$ cat src/rtl/fanout_fifo_nway.sv
// fanout_fifo_nway: replicates one token stream into NUM_OUT independently drained FIFO channels
module fanout_fifo_nway #(
  parameter int WIDTH_DATA   = 32,
  parameter int NUM_OUT      = 4,
  parameter int DEPTH_FIFO   = 16,
  parameter int THRESHOLD    = DEPTH_FIFO / 2,
  parameter int WIDTH_LENGTH = 8
) (
  input  logic                          clock,
  input  logic                          reset,
  input  logic                          I_Valid,
  input  logic [WIDTH_DATA-1:0]         I_Data,
  input  logic                          I_Last,
  output logic                          O_Nack,
  input  logic                          I_Mode,
  input  logic [NUM_OUT-1:0]            I_Mask,
  output logic [NUM_OUT-1:0]            O_Valid,
  output logic [NUM_OUT*WIDTH_DATA-1:0] O_Data,
  output logic [NUM_OUT-1:0]            O_Last,
  input  logic [NUM_OUT-1:0]            I_Nack,
  output logic [NUM_OUT-1:0]            O_Grt,
  output logic [WIDTH_LENGTH-1:0]       O_Len,
  output logic                          O_Busy
);
  localparam int AW = $clog2(DEPTH_FIFO);
  localparam logic [1:0] IDLE = 2'd0, RUN = 2'd1, DROP = 2'd2;
  logic [1:0] state;
  logic [NUM_OUT-1:0] grt, tgt, full;
  logic [WIDTH_LENGTH-1:0] cnt, len, cnt_inc;
  logic acc;
  assign tgt = state == IDLE ? (I_Mode ? I_Mask : '1) : grt;
  assign O_Nack = state != DROP && |(tgt & full);
  assign acc = I_Valid & ~O_Nack;
  assign cnt_inc = &cnt ? cnt : cnt + WIDTH_LENGTH'(1);
  assign O_Grt = grt;
  assign O_Len = len;
  assign O_Busy = state != IDLE || |O_Valid;
  // message sequencing: latch target on the header, count words, publish length on the last word
  always_ff @(posedge clock or negedge reset)
    if (!reset) begin
      state <= IDLE;
      grt <= '0;
      cnt <= '0;
      len <= '0;
    end else if (state == IDLE) begin
      grt <= acc ? tgt : '0;
      if (acc) begin
        cnt <= WIDTH_LENGTH'(1);
        if (I_Last) len <= WIDTH_LENGTH'(1);
        else state <= |tgt ? RUN : DROP;
      end
    end else if (acc) begin
      cnt <= cnt_inc;
      if (I_Last) begin
        len <= cnt_inc;
        grt <= '0;
        state <= IDLE;
      end
    end
  for (genvar k = 0; k < NUM_OUT; k++) begin : ch
    logic [WIDTH_DATA:0] mem [DEPTH_FIFO];
    logic [AW-1:0] wp, rp;
    logic [AW:0] occ;
    logic push, pop;
    assign push = acc & tgt[k];
    assign pop = O_Valid[k] & ~I_Nack[k];
    assign O_Valid[k] = occ != '0;
    assign full[k] = occ >= (AW+1)'(THRESHOLD);
    assign {O_Last[k], O_Data[k*WIDTH_DATA +: WIDTH_DATA]} = mem[rp];
    // storage is never reset; stale words are masked by an empty count
    always_ff @(posedge clock)
      if (push) mem[wp] <= {I_Last, I_Data};
    // pointers and occupancy; simultaneous push and pop leave the count unchanged
    always_ff @(posedge clock or negedge reset)
      if (!reset) begin
        wp <= '0;
        rp <= '0;
        occ <= '0;
      end else begin
        wp <= wp + AW'(push);
        rp <= rp + AW'(pop);
        occ <= occ + (AW+1)'(push) - (AW+1)'(pop);
      end
  end
endmodule

$ cat config.mk
export PLATFORM = sky130hd
export DESIGN_NAME = fanout_fifo_nway
export DESIGN_NICKNAME = d
export VERILOG_FILES = /design/src/rtl/fanout_fifo_nway.sv
export SDC_FILE = /design/constraint.sdc
export NUM_CORES = 2
export LEC_CHECK = 0
export CAP_MARGIN = 20
export CORE_AREA = 2 2 418 420
export DETAILED_ROUTE_END_ITERATION = 8
export DIE_AREA = 0 0 420 422
export GPL_TIMING_DRIVEN = 0
export PLACE_DENSITY = 0.65
export SYNTH_ARGS = -nofsm -noshare
export SYNTH_HDL_FRONTEND = slang
export SYNTH_SLANG_ARGS = --single-unit
export TNS_END_PERCENT = 1
$ cat constraint.sdc
create_clock -name clock -period 6.2 [get_ports clock]
set_input_delay 0.93 -clock clock [delete_from_list [all_inputs] [get_ports clock]]
set_output_delay 0.93 -clock clock [all_outputs]
set_load 0.05 [all_outputs]
== Word level (Yosys, flattened, before mapping) ==
Memory sizes are Yosys's and may differ from the RTL's.
Cells that the tools add are included.

* Mux-type cells: 29
* Magnitude comparators: 4
* Reductions and logical operators: 17
* Equality and inequality tests: 2
* Bitwise gates (word level): 15
* Add/subtract/negate cells: 17

{| class="wikitable"
|+ Operators with widths
! kind !! count
|-
| 8-bit 2-to-1 mux || 9
|-
| 4-bit by 1-bit adder with 4-bit output || 8
|-
| 4-bit 2-to-1 mux || 6
|-
| 5-bit by 1-bit adder with 5-bit output || 4
|-
| 5-bit by 4-bit >= comparator with 1-bit output, second input constant || 4
|-
| 5-bit nonzero test || 4
|-
| 5-bit by 1-bit subtractor with 5-bit output || 4
|-
| 2-bit 2-to-1 mux || 6
|-
| 4-bit OR reduction || 3
|-
| 1-bit AND || 9
|-
| 8-bit by 1-bit adder with 8-bit output, second input constant || 1
|-
| 1-bit 2-to-1 mux || 8
|-
| 8-bit AND reduction || 1
|-
| 2-bit nonzero test || 3
|-
| 1-bit NOT || 5
|-
| 4-bit AND || 1
|-
| 2-bit inequality test, second input constant || 2
|-
| 2-bit AND reduction || 2
|-
| 3-bit AND reduction || 1
|-
| 2-bit logical NOT || 1
|-
| 1-bit logical AND || 1
|-
| 1-bit logical OR || 1
|}

* Bits in registers: 74
* RAM bits: 2,112
* Word-level logic and storage cells: 104
* Memories kept: 4

{| class="wikitable"
|+ Memory list
! memory !! words !! bits a word !! rd ports !! clocked after Yosys merged registers in !! wr ports !! RTL line !! RTL
|-
| ch[0].mem || 16 || 33 || 1 || 0 || 1 || 61 || <nowiki>logic [WIDTH_DATA:0] mem [DEPTH_FIFO];</nowiki>
|-
| ch[1].mem || 16 || 33 || 1 || 0 || 1 || 61 ||
|-
| ch[2].mem || 16 || 33 || 1 || 0 || 1 || 61 ||
|-
| ch[3].mem || 16 || 33 || 1 || 0 || 1 || 61 ||
|}

== Depth between registers and ports, before layout ==
* Depth after elaboration: 10
* Depth in mapped cells: 18
* Depth with buffers taken out: 16

== Least setup slack after synthesis ==
OpenSTA, ideal clock, no wires.

* Path type: input to register
* From: in I_Mask[1]
* To: mem ch[2].mem[1][0] (netlist bit), enable pin
* Stages on the path: 6
* Required time: 5.694 ns
* Data arrival time: 5.644 ns
* Slack: 0.050 ns
* Setup time: 0.506 ns
* Path through: or4b_2 > o221a_2 > o41ai_4 > buf_6 > nand3b_4 > nor4_1

* Word-level cells in the longest chain between the ends: 10

{| class="wikitable"
|+ RTL lines
! element !! RTL line !! RTL
|-
| start: declaration || 16 || <nowiki>input logic [NUM_OUT-1:0] I_Mask,</nowiki>
|-
| 4-bit 2-to-1 mux (2 in series) || 31 || <nowiki>assign tgt = state == IDLE ? (I_Mode ? I_Mask : '1) : grt;</nowiki>
|-
| 4-bit AND || 32 || <nowiki>assign O_Nack = state != DROP && |(tgt & full);</nowiki>
|-
| 4-bit OR reduction || 32 ||
|-
| 1-bit logical AND || 32 ||
|-
| 1-bit NOT || 33 || <nowiki>assign acc = I_Valid & ~O_Nack;</nowiki>
|-
| 1-bit AND || 33 ||
|-
| 1-bit AND || 65 || <nowiki>assign push = acc & tgt[k];</nowiki>
|-
| 1-bit 2-to-1 mux || 72 || <nowiki>if (push) mem[wp] <= {I_Last, I_Data};</nowiki>
|-
| 1-bit 2-to-1 mux (not written as such) || 72 ||
|-
| end: declaration || 61 ||
|}

Every way passes these cells.

== Final worst setup path ==
* From: reg ch[0].rp[0]
* To: out O_Data[22]

* Word-level cells in the longest chain between the ends: 1

{| class="wikitable"
|+ RTL lines
! element !! RTL line !! RTL
|-
| start: declaration || 62 || <nowiki>logic [AW-1:0] wp, rp;</nowiki>
|-
| start signal: assignment || 81 || <nowiki>rp <= rp + AW'(pop);</nowiki>
|-
| memory 16 x 33 bit || -- ||
|-
| end: declaration || 18 || <nowiki>output logic [NUM_OUT*WIDTH_DATA-1:0] O_Data,</nowiki>
|}

Every way passes these cells.

==> key figures <==
Placement
  • Routability Congestion: 0.7825
  • Port buffer count: 193
  • Final HPWL DP: 139.5 mm
  • Placement Setup Slack: 1093 ps

Yosys
  • Simple-Gate Fraction of Synth Area: 1.469%
  • Yosys warns: 0
  • Largest family of logic cells by synthesized area: multiplexers
  • FFs w/ async S/R, synth: 3.385%
  • Mean Syn Cell Area: 22.03 um2
  • Area leader, netlist: edfxtp_1
  • Synthesis-stage register bit count: 2186
  • Post-synthesis mux area share: 15.69%
  • Synth Flop Type: edfxtp_1
  • Top cell type's share of synthesized area: 75.52%
  • Net Count, Synth: 3909
  • Netlist cell types: 54
  • Synth Cell Area: 0.08398 mm2
  • Post-synthesis sequential area ratio: 77.72%
  • Post-synth EDFFs: 2112
  • Ranking of synthesized cells by area: edfxtp_1, mux4_2, mux2i_1
  • Synth Area in Compound Gates: 2.820%
  • Synth Area in Adders: 0.8105%
  • Mapped Cells: 3812
  • Post-Synth XOR/XNOR Area: 0.3129%

Pwr
  • Clock power share: 27.1%
  • Internal power: 30750 uW
  • Net Sw Frac: 34.77%
  • Pwr/cell area: 473.6 mW/mm2
  • Cell leakage power: 0.03281 uW
  • Power, Total: 47140 uW
  • Comb pwr share: 36.8%
  • Sw Pwr: 16390 uW
  • Sequential share of power: 36.0%
  • Largest vdd supply drop: 0.0003339 V

STA
  • Worst slew margin: 24.28%
  • Tightest Pin Transition: 1126 ps
  • Setup TNS Final: 0 ps
  • Final period utilization: 92.53%
  • Worst setup margin: 463.4 ps
  • Crit path time final: 5737 ps
  • Worst Clk Skew: 20.21 ps
  • Final setup viols: 0
  • Slew Limit Fails: 0
  • RSZ-0062 raised after global routing: no
  • Worst hold slack: 503.1 ps
  • Fmax: 174.3 MHz
  • Final hold vios: 0

Finish
  • Layout cell share with drive strength beyond 1: 25.63%
  • Multi-input combinational cell area: 0.01808 mm2
  • Layout Utilization: 57.58%
  • FF+latch area: 0.06527 mm2
  • Synth-to-layout area growth: 18.51%
  • Filler cells: 12550
  • Final net count: 4631

Global routing
  • Total global-route track usage: 22.82%
  • Initial antenna violation count: 7
  • Pin count of the biggest net entering global routing: 49
  • GRT overflow: 0
  • Vias in the first global route: 41990
  • First-pass GRT wire length: 291.8 mm

Critical path
  • Cell depth of the worst setup path: 8
  • Reg2Reg Depth: 10
  • Crit end category: primary output
  • Crit start category: flop
  • Setup CP Type: reg2out
  • Critical Path AT: 4810 ps
  • Slowest CP cell: clkdlybuf4s50_1
  • Crit Path Max Fanout: 10
  • Worst path bufs/invs: 4
  • Critical path's largest stage delay: 870 ps
  • R2R Path Start: state[0]$_DFFE_PN0P_
  • Critical path cell sequence: clkbuf_1 > clkbuf_1 > clkbuf_1 > mux2i_1 > a221oi_1 > o21ai_0 > nand2_1 > clkdlybuf4s50_1
  • Top Family by Delay on Critical Path: buffers and inverters
  • Required time worst endpoint: 5270 ps
  • Crit path from: ch[0].rp[0]$_DFF_PN0_
  • CP dominant cell by count: clkbuf_1

Worst hold path
  • HP Class: reg2reg
  • Hold Path Depth: 1
  • HP Start: ch[1].rp[0]$_DFF_PN0_

Clock tree
  • Htree depth: 4
  • Postcts setup bufs: 0
  • CTS sink count: 2186
  • CTS tree: yes
  • CTS Root Buffer Type: clkbuf_16
  • Worst skew pair latency: 830 ps
  • Num CTS Buffers: 213
  • Clock Tree Buf Depth: 3
  • Clk slew on worst S/H paths: 60 ps

Floorplan
  • Die Y: 422 um
  • Starting density of the core: 48.58%
  • Core Footprint: 0.1729 mm2
  • Io pins: 195
  • Die Area: 0.1772 mm2
  • Chip Width: 420 um
  • Row count: 153

Drt
  • Vias after detailed routing: 41420
  • Routed Wire Length: 200.2 mm
  • Via density: 5.888
  • DR WL/cell: 28.46 um
  • Pre-Repair DR Iteration Count: 5
  • Antenna Violating Nets Remaining: 0
  • Iter 0 DRT Violations: 4435
  • # DRC: 0

Job
  • Maxcap violations: 0

Run status
  • Status: completed
cell usage after synthesis (3+ instances only):
library cell,number
mux2i_1,268
xnor2_1,12
a221oi_1,133
nor3_1,43
dfrtp_1,74
xor2_1,18
and2_1,3
a21oi_1,16
nor4_1,24
nor2_1,22
fa_1,4
o21ai_0,72
mux2_2,8
a31oi_1,6
ha_1,48
nand3_1,12
edfxtp_1,2112
or4_1,5
a31o_2,3
nand2_1,85
or4b_1,3
a22oi_1,66
clkbuf_1,130
a21o_1,5
and3_1,5
o2bb2ai_1,4
buf_1,62
nor2b_1,3
inv_1,48
nand2b_1,17
buf_6,4
buf_2,7
mux4_2,462
placed cells by master, fill, tap and decap left out, types with 5 or more instances in the layout:
cell type / instances
clkinv_1: 51
clkbuf_16: 217
mux2i_1: 268
nor3_1: 6
inv_1: 48
clkbuf_8: 7
ha_1: 48
xnor2_1: 12
buf_2: 40
buf_4: 123
buf_1: 63
xor2_1: 18
buf_6: 122
buf_16: 8
inv_6: 5
nand3_1: 12
nor3_2: 37
diode_2: 5
o21ai_0: 72
clkinv_2: 41
nor4_2: 22
a22oi_1: 66
a221oi_1: 133
and3_1: 5
a31oi_1: 6
a21oi_1: 16
clkbuf_1: 166
or4_1: 5
nand2b_1: 17
mux4_2: 462
clkdlybuf4s50_1: 159
dfrtp_1: 74
nand2_1: 85
nor2_1: 19
buf_12: 35
mux2_2: 8
edfxtp_1: 2112
bufinv_16: 23
a21o_1: 5
buf_8: 30
timing repair:
action | 4_1_cts | 5_1_grt
endpoints found under the hold margin | 7 | 0
hold buffers | 1 | 0
endpoints found under the setup margin | 0 | 0
resized for setup | 0 | 0
power by group through the flow:
stage / Sequential, uW / Clock (uW) / Combinational [uW]
2_1_floorplan: 17300 / 0 / 11300
3_3_place_gp: 17300 / 0 / 17000
3_5_place_dp: 17300 / 0 / 17500
4_1_cts: 17000 / 13000 / 17500
5_1_grt: 17000 / 13600 / 18300
6_report: 17000 / 12800 / 17400
registers in the layout (all words and copies together), names as in the netlist:
register,cells
O_Grt,4
O_Len,8
ch.mem,2112
ch.occ,20
ch.rp,16
ch.wp,16
cnt,8
state,2
final timing paths:
path                       slack [ps]                         end
setup / recovery                  460                  O_Data[22]
hold / removal                    500       ch[1].rp[0]$_DFF_PN0_
setup reg to reg                 1900  ch[2].mem[6][13]$_DFFE_PP_
hold reg to reg                   500       ch[1].rp[0]$_DFF_PN0_
max in group asynchronous        4920       ch[0].rp[0]$_DFF_PN0_
min in group asynchronous         590          cnt[7]$_DFFE_PN0N_
kinds of logic after synthesis:
family / after synthesis
AO/OA/AOI/OAI: 317
buffers and inverters: 252
adder cells (fa/ha/maj): 52
XOR/XNOR: 30
multiplexers: 738
flip-flops: 2186
AND/OR/NAND/NOR: 237
layer usage:
metal / wire length (um) / track usage [%] / vias to the layer above / share of wire, %
met5: 0 / 0 / - / 0
met2: 100100 / 37.49 / 1378 / 50
met1: 83080 / 32.33 / 22170 / 41
met3: 12280 / 3.204 / 254 / 6.1
li1: - / - / 17620 / -
met4: 4774 / 6.031 / 0 / 2.4
cell type report:
class	instances	share of cell area (%)
tap	2325	2.923
buffer	204	0.8121
clock buffer	260	5.688
inverter	48	0.1810
multi-input combinational	1374	18.17
timing repair buffer	507	5.412
sequential	2186	65.58
clock inverter	126	1.226
antenna	5	0.01257
metrics by stage:
stage | cell area (um2) | cells
final | 99530 | 7035
after floorplan | 83980 | 3812
after global routing | 99520 | 7030
after global placement | 88830 | 6330
after detailed placement | 92400 | 6627
after CTS | 99290 | 7014
Note: power is estimated with default switching activity, not from simulation.
